### config.mk
export PLATFORM = sky130hd
export DESIGN_NAME = buzzer_beep_module
export DESIGN_NICKNAME = d
export VERILOG_FILES = /design/src/rtl/buzzer_beep_module.sv
export SDC_FILE = /design/constraint.sdc
export NUM_CORES = 1
export LEC_CHECK = 0
export CAP_MARGIN = 20
export CORE_MARGIN = 3
export CORE_UTILIZATION = 25
export CTS_CLUSTER_SIZE = 25
export DETAILED_ROUTE_END_ITERATION = 8
export PLACE_DENSITY = 0.51
export REMOVE_ABC_BUFFERS = 1
export SLEW_MARGIN = 5
export SYNTH_ARGS = -nofsm -noshare
export SYNTH_HDL_FRONTEND = slang
export SYNTH_SLANG_ARGS = --single-unit
### constraint.sdc
create_clock -name CLK -period 2.8 [get_ports CLK]
set_clock_uncertainty 0.2 [all_clocks]
set_input_delay 0.42 -clock CLK [delete_from_list [all_inputs] [get_ports CLK]]
set_output_delay 0.42 -clock CLK [all_outputs]
set_load 0.05 [all_outputs]
### src/rtl/buzzer_beep_module.sv
// rtl/buzzer_beep_module.sv - expands a one-cycle request into N timed square-wave beeps
// separated by silent gaps, with BUSY level and one-cycle DONE handshake back to the requester.
module buzzer_beep_module #(
   parameter int TONE_HALF = 25000,
   parameter int BEEP_LEN  = 5000000,
   parameter int GAP_LEN   = 2500000
) (
   input  logic       CLK,
   input  logic       RST,
   input  logic       BEEP_REQ,
   input  logic [2:0] BEEP_NUM,
   input  logic       BEEP_STOP,
   output logic       BUZZ,
   output logic       BUSY,
   output logic       DONE
);

   localparam int LEN_MAX = (BEEP_LEN > GAP_LEN) ? BEEP_LEN : GAP_LEN;
   localparam int LEN_W   = (LEN_MAX > 1) ? $clog2(LEN_MAX) : 1;
   localparam int TONE_W  = (TONE_HALF > 1) ? $clog2(TONE_HALF) : 1;

   localparam logic [LEN_W-1:0]  BEEP_LAST = LEN_W'(BEEP_LEN - 1);
   localparam logic [LEN_W-1:0]  GAP_LAST  = LEN_W'(GAP_LEN - 1);
   localparam logic [TONE_W-1:0] TONE_LAST = TONE_W'(TONE_HALF - 1);

   typedef enum logic [1:0] {
      IDLE = 2'd0,
      TONE = 2'd1,
      GAP  = 2'd2
   } state_t;

   state_t             state, state_n;
   logic [2:0]         beeps_left, beeps_n;
   logic [TONE_W-1:0]  tone_cnt, tone_n;
   logic [LEN_W-1:0]   len_cnt, len_n;
   logic               buzz_n, busy_n, done_n;

   always_ff @(posedge CLK) begin
      if (RST) begin
         state      <= IDLE;
         beeps_left <= '0;
         tone_cnt   <= '0;
         len_cnt    <= '0;
         BUZZ       <= 1'b0;
         BUSY       <= 1'b0;
         DONE       <= 1'b0;
      end else begin
         state      <= state_n;
         beeps_left <= beeps_n;
         tone_cnt   <= tone_n;
         len_cnt    <= len_n;
         BUZZ       <= buzz_n;
         BUSY       <= busy_n;
         DONE       <= done_n;
      end
   end

   // len_cnt is shared: it times the beep in TONE and the silence in GAP.
   always_comb begin
      state_n = state;
      beeps_n = beeps_left;
      tone_n  = tone_cnt;
      len_n   = len_cnt;
      buzz_n  = BUZZ;
      busy_n  = BUSY;
      done_n  = 1'b0;
      case (state)
         IDLE: begin
            buzz_n = 1'b0;
            busy_n = 1'b0;
            if (BEEP_REQ) begin
               if (BEEP_NUM != 3'd0) begin
                  state_n = TONE;
                  beeps_n = BEEP_NUM;
                  tone_n  = '0;
                  len_n   = '0;
                  buzz_n  = 1'b1;
                  busy_n  = 1'b1;
               end else begin
                  done_n = 1'b1;
               end
            end
         end
         TONE: begin
            if (BEEP_STOP) begin
               state_n = IDLE;
               beeps_n = '0;
               tone_n  = '0;
               len_n   = '0;
               buzz_n  = 1'b0;
               busy_n  = 1'b0;
            end else if (len_cnt == BEEP_LAST) begin
               beeps_n = beeps_left - 3'd1;
               tone_n  = '0;
               len_n   = '0;
               buzz_n  = 1'b0;
               if (beeps_left == 3'd1) begin
                  state_n = IDLE;
                  busy_n  = 1'b0;
                  done_n  = 1'b1;
               end else begin
                  state_n = GAP;
               end
            end else begin
               len_n = len_cnt + 1'b1;
               if (tone_cnt == TONE_LAST) begin
                  tone_n = '0;
                  buzz_n = ~BUZZ;
               end else begin
                  tone_n = tone_cnt + 1'b1;
               end
            end
         end
         GAP: begin
            buzz_n = 1'b0;
            if (BEEP_STOP) begin
               state_n = IDLE;
               beeps_n = '0;
               len_n   = '0;
               busy_n  = 1'b0;
            end else if (len_cnt == GAP_LAST) begin
               state_n = TONE;
               tone_n  = '0;
               len_n   = '0;
               buzz_n  = 1'b1;
            end else begin
               len_n = len_cnt + 1'b1;
            end
         end
         default: begin
            state_n = IDLE;
            buzz_n  = 1'b0;
            busy_n  = 1'b0;
         end
      endcase
   end

endmodule

==> run summary <==
Post-synthesis sequential area ratio: 0.364
Share of post-route cells with drive strength above 1: 0.124
Vias in the first global route: 2129
Critical Path Fanout Max: 3
Clk Latency, worst-skew pair: 0.30 ns
I/O Buffers: 9
Layout area overhead: 20.4%
Post-Place Cells: 461
Syn avg cell area: 8.24 sq um
Critical path class: reg -> reg
P per Cell Area: 516 nW/um^2
Largest net degree at the start of global routing: 15
M1 GR Usage: 0.145
Per-cell routed wire length: 12.5 um
LEAKAGE: 0.00108 uW
FP Rows: 36
I/O pin cnt: 10
First-pass GRT wire length: 10.0 mm
Drt first pass iters: 5
Worst setup EP type: flip-flop
Final RePlAce weighted congestion: 0.841
Htree depth: 2
CTS tree: built
All-layer global routing usage: 0.108
YS warnings: 0
Drt via density: 4.72
Routing usage on met3: 0.0241
Synth area leaders: dfxtp_1, nor2_1, xor2_1, ha_1, nand4_1
Reg-to-reg setup timing slack: 0.15 ns
Initial DRC count: 128
Top Usage Layer GRT: met2
Root Driver: clkbuf_8
Core Util, Final: 0.310
Met2 Track Usage GR: 0.173
Final Hold Vio Count: 0
Post-synth EDFFs: 0
Yosys cell types: 49
Final WL: 5.90 mm
Pre-CTS setup slack: -0.0110 ns
Tcrit/Tclk final: 0.946
Primary FF master, synth: dfxtp_1
Core box area: 9820 sq um
Area leader, netlist: dfxtp_1
Worst EP arrival: 2.67 ns
Worst setup SP type: flip-flop
Flops & latches, synth: 46
Final Setup Violations: 0
Slew Limit Headroom: 0.662
Die X: 107 um
Sink Count: 46
CTS max path bufs: 2
HPWL after detailed placement: 4.45 mm
Achievable clock frequency: 378 MHz
Gr ovfl total: 0
Max-Cap Viols: 0
ANT nets after route: 0
Slew at the pin closest to its max-slew limit: 0.505 ns
Filler cells: 1083
Post-Syn Area: 2530 sq um
Clock slew at reported path FFs: 0.09 ns
Synth Instances: 307
Status: finished clean
Post-synth ARST share: 0
Die area: 11400 sq um
Fin crit period: 2.65 ns
Req. time, crit path: 2.82 ns
Final WS setup: 0.151 ns
Vert. Die Dim: 107 um
Nets@finish: 353
ANT cells: 0
Post-synth top area share: 0.364
VDD IR max: 0.180 mV
CTS Buf Count: 5
Non-Filler Instances: 472
Vias: 2230
Max Slew Vio Count: 0
RSZ-0062 raised after global routing: false
Starting Density: 0.258
Hold buffers post-CTS: 0
Hold Crit Class: reg -> reg
DRC Markers: 0
Initial antenna violation count: 0
==> critical path, cell delays in order (launching register included) <==
cell	delay (ns)
dfxtp_1	0.32
or4_1	0.55
or4_4	0.47
o31ai_4	0.27
nand2_1	0.13
or4_1	0.49
o22ai_1	0.16
==> cells in the mapped netlist (all sizes together), types with 2 or more instances <==
cell,n
o21a,2
nor2,47
nor3,6
a21o,7
xnor2,8
or3b,2
buf,4
nand3,17
and3,7
a21oi,13
nor3b,2
nand2,19
o21ai,8
inv,10
nor4b,3
nand3b,2
nand2b,7
or4,5
nor4,3
a211oi,3
and2,2
mux2i,4
nor2b,4
nand4b,2
nand4,16
a31oi,8
clkbuf,6
ha,8
dfxtp,46
or3,8
xor2,16
==> cells in the final DEF, fill, tap and decap left out, types with 6 or more instances in the layout <==
cell,count
nor2_1,47
dfxtp_1,46
buf_4,23
nand2_1,19
nand3_1,17
nand4_1,16
xor2_1,16
a21oi_1,13
inv_1,10
clkdlybuf4s50_1,9
or3_1,8
a31oi_1,8
xnor2_1,8
ha_1,8
nand2b_1,7
and3_1,7
o21ai_0,7
a21o_1,6
clkbuf_8,6
==> logic make-up after synthesis <==
| logic type | Yosys count | synth area share |
|---|---|---|
| AND/OR/NAND/NOR | 156 | 0.335 |
| AO/OA/AOI/OAI | 49 | 0.130 |
| flip-flops | 46 | 0.364 |
| XOR/XNOR | 24 | 0.0831 |
| buffers and inverters | 20 | 0.0322 |
| adder cells (fa/ha/maj) | 8 | 0.0396 |
| multiplexers | 4 | 0.0158 |
==> path summary, 6_finish.rpt <==
check,startpoint,to,cells after the start
setup / recovery,len_cnt[12],tone_cnt[2],6
hold / removal,tone_cnt[1],tone_cnt[1],2
setup reg to reg,len_cnt[12],tone_cnt[2],6
hold reg to reg,tone_cnt[1],tone_cnt[1],2
==> registers in the layout, indices dropped and copies added (netlist names) <==
| signal | flops |
|---|---|
| BUZZ | 1 |
| DONE | 1 |
| tone_cnt | 15 |
| BUSY | 1 |
| state | 2 |
| len_cnt | 23 |
| beeps_left | 3 |
==> routing by layer <==
metal	vias up	routed length (um)
met4	0	82
li1	1161	-
met3	5	172
met5	-	0
met1	1038	2990
met2	26	2660
==> power breakdown <==
| part | switching (uW) | total (uW) | internal [uW] |
|---|---|---|---|
| Sequential | 25.6 | 710 | 685 |
| Clock | 219 | 419 | 200 |
| Combinational | 254 | 441 | 188 |
==> stage by stage <==
stage	power (uW)	instance area (sq um)	hold WS (ns)	setup TNS (ns)
floorplan	996	2480	0.254	0
CTS	1580	3010	0.288	0
detailed placement	1160	2920	0.271	-0.0735
global route	1680	3040	0.299	0
finish	1570	3040	0.290	0
global placement	1160	2920	0.282	0
==> cell type report <==
| cell class | instances | area (sq um) | area share |
|---|---|---|---|
| sequential | 46 | 921 | 0.303 |
| multi-input combinational | 241 | 1530 | 0.504 |
| inverter | 10 | 37.5 | 0.0123 |
| clock buffer | 7 | 86.3 | 0.0284 |
| clock inverter | 1 | 5.00 | 0.00164 |
| timing repair buffer | 34 | 294 | 0.0966 |
| tap | 133 | 166 | 0.0547 |
==> what timing repair did <==
item                                    CTS  global route
endpoints found under the setup margin   10            25
setup buffers                             0             3
resized for setup                         1             3
pin swaps                                 0             1
Note: power is estimated with default switching activity, not from simulation.
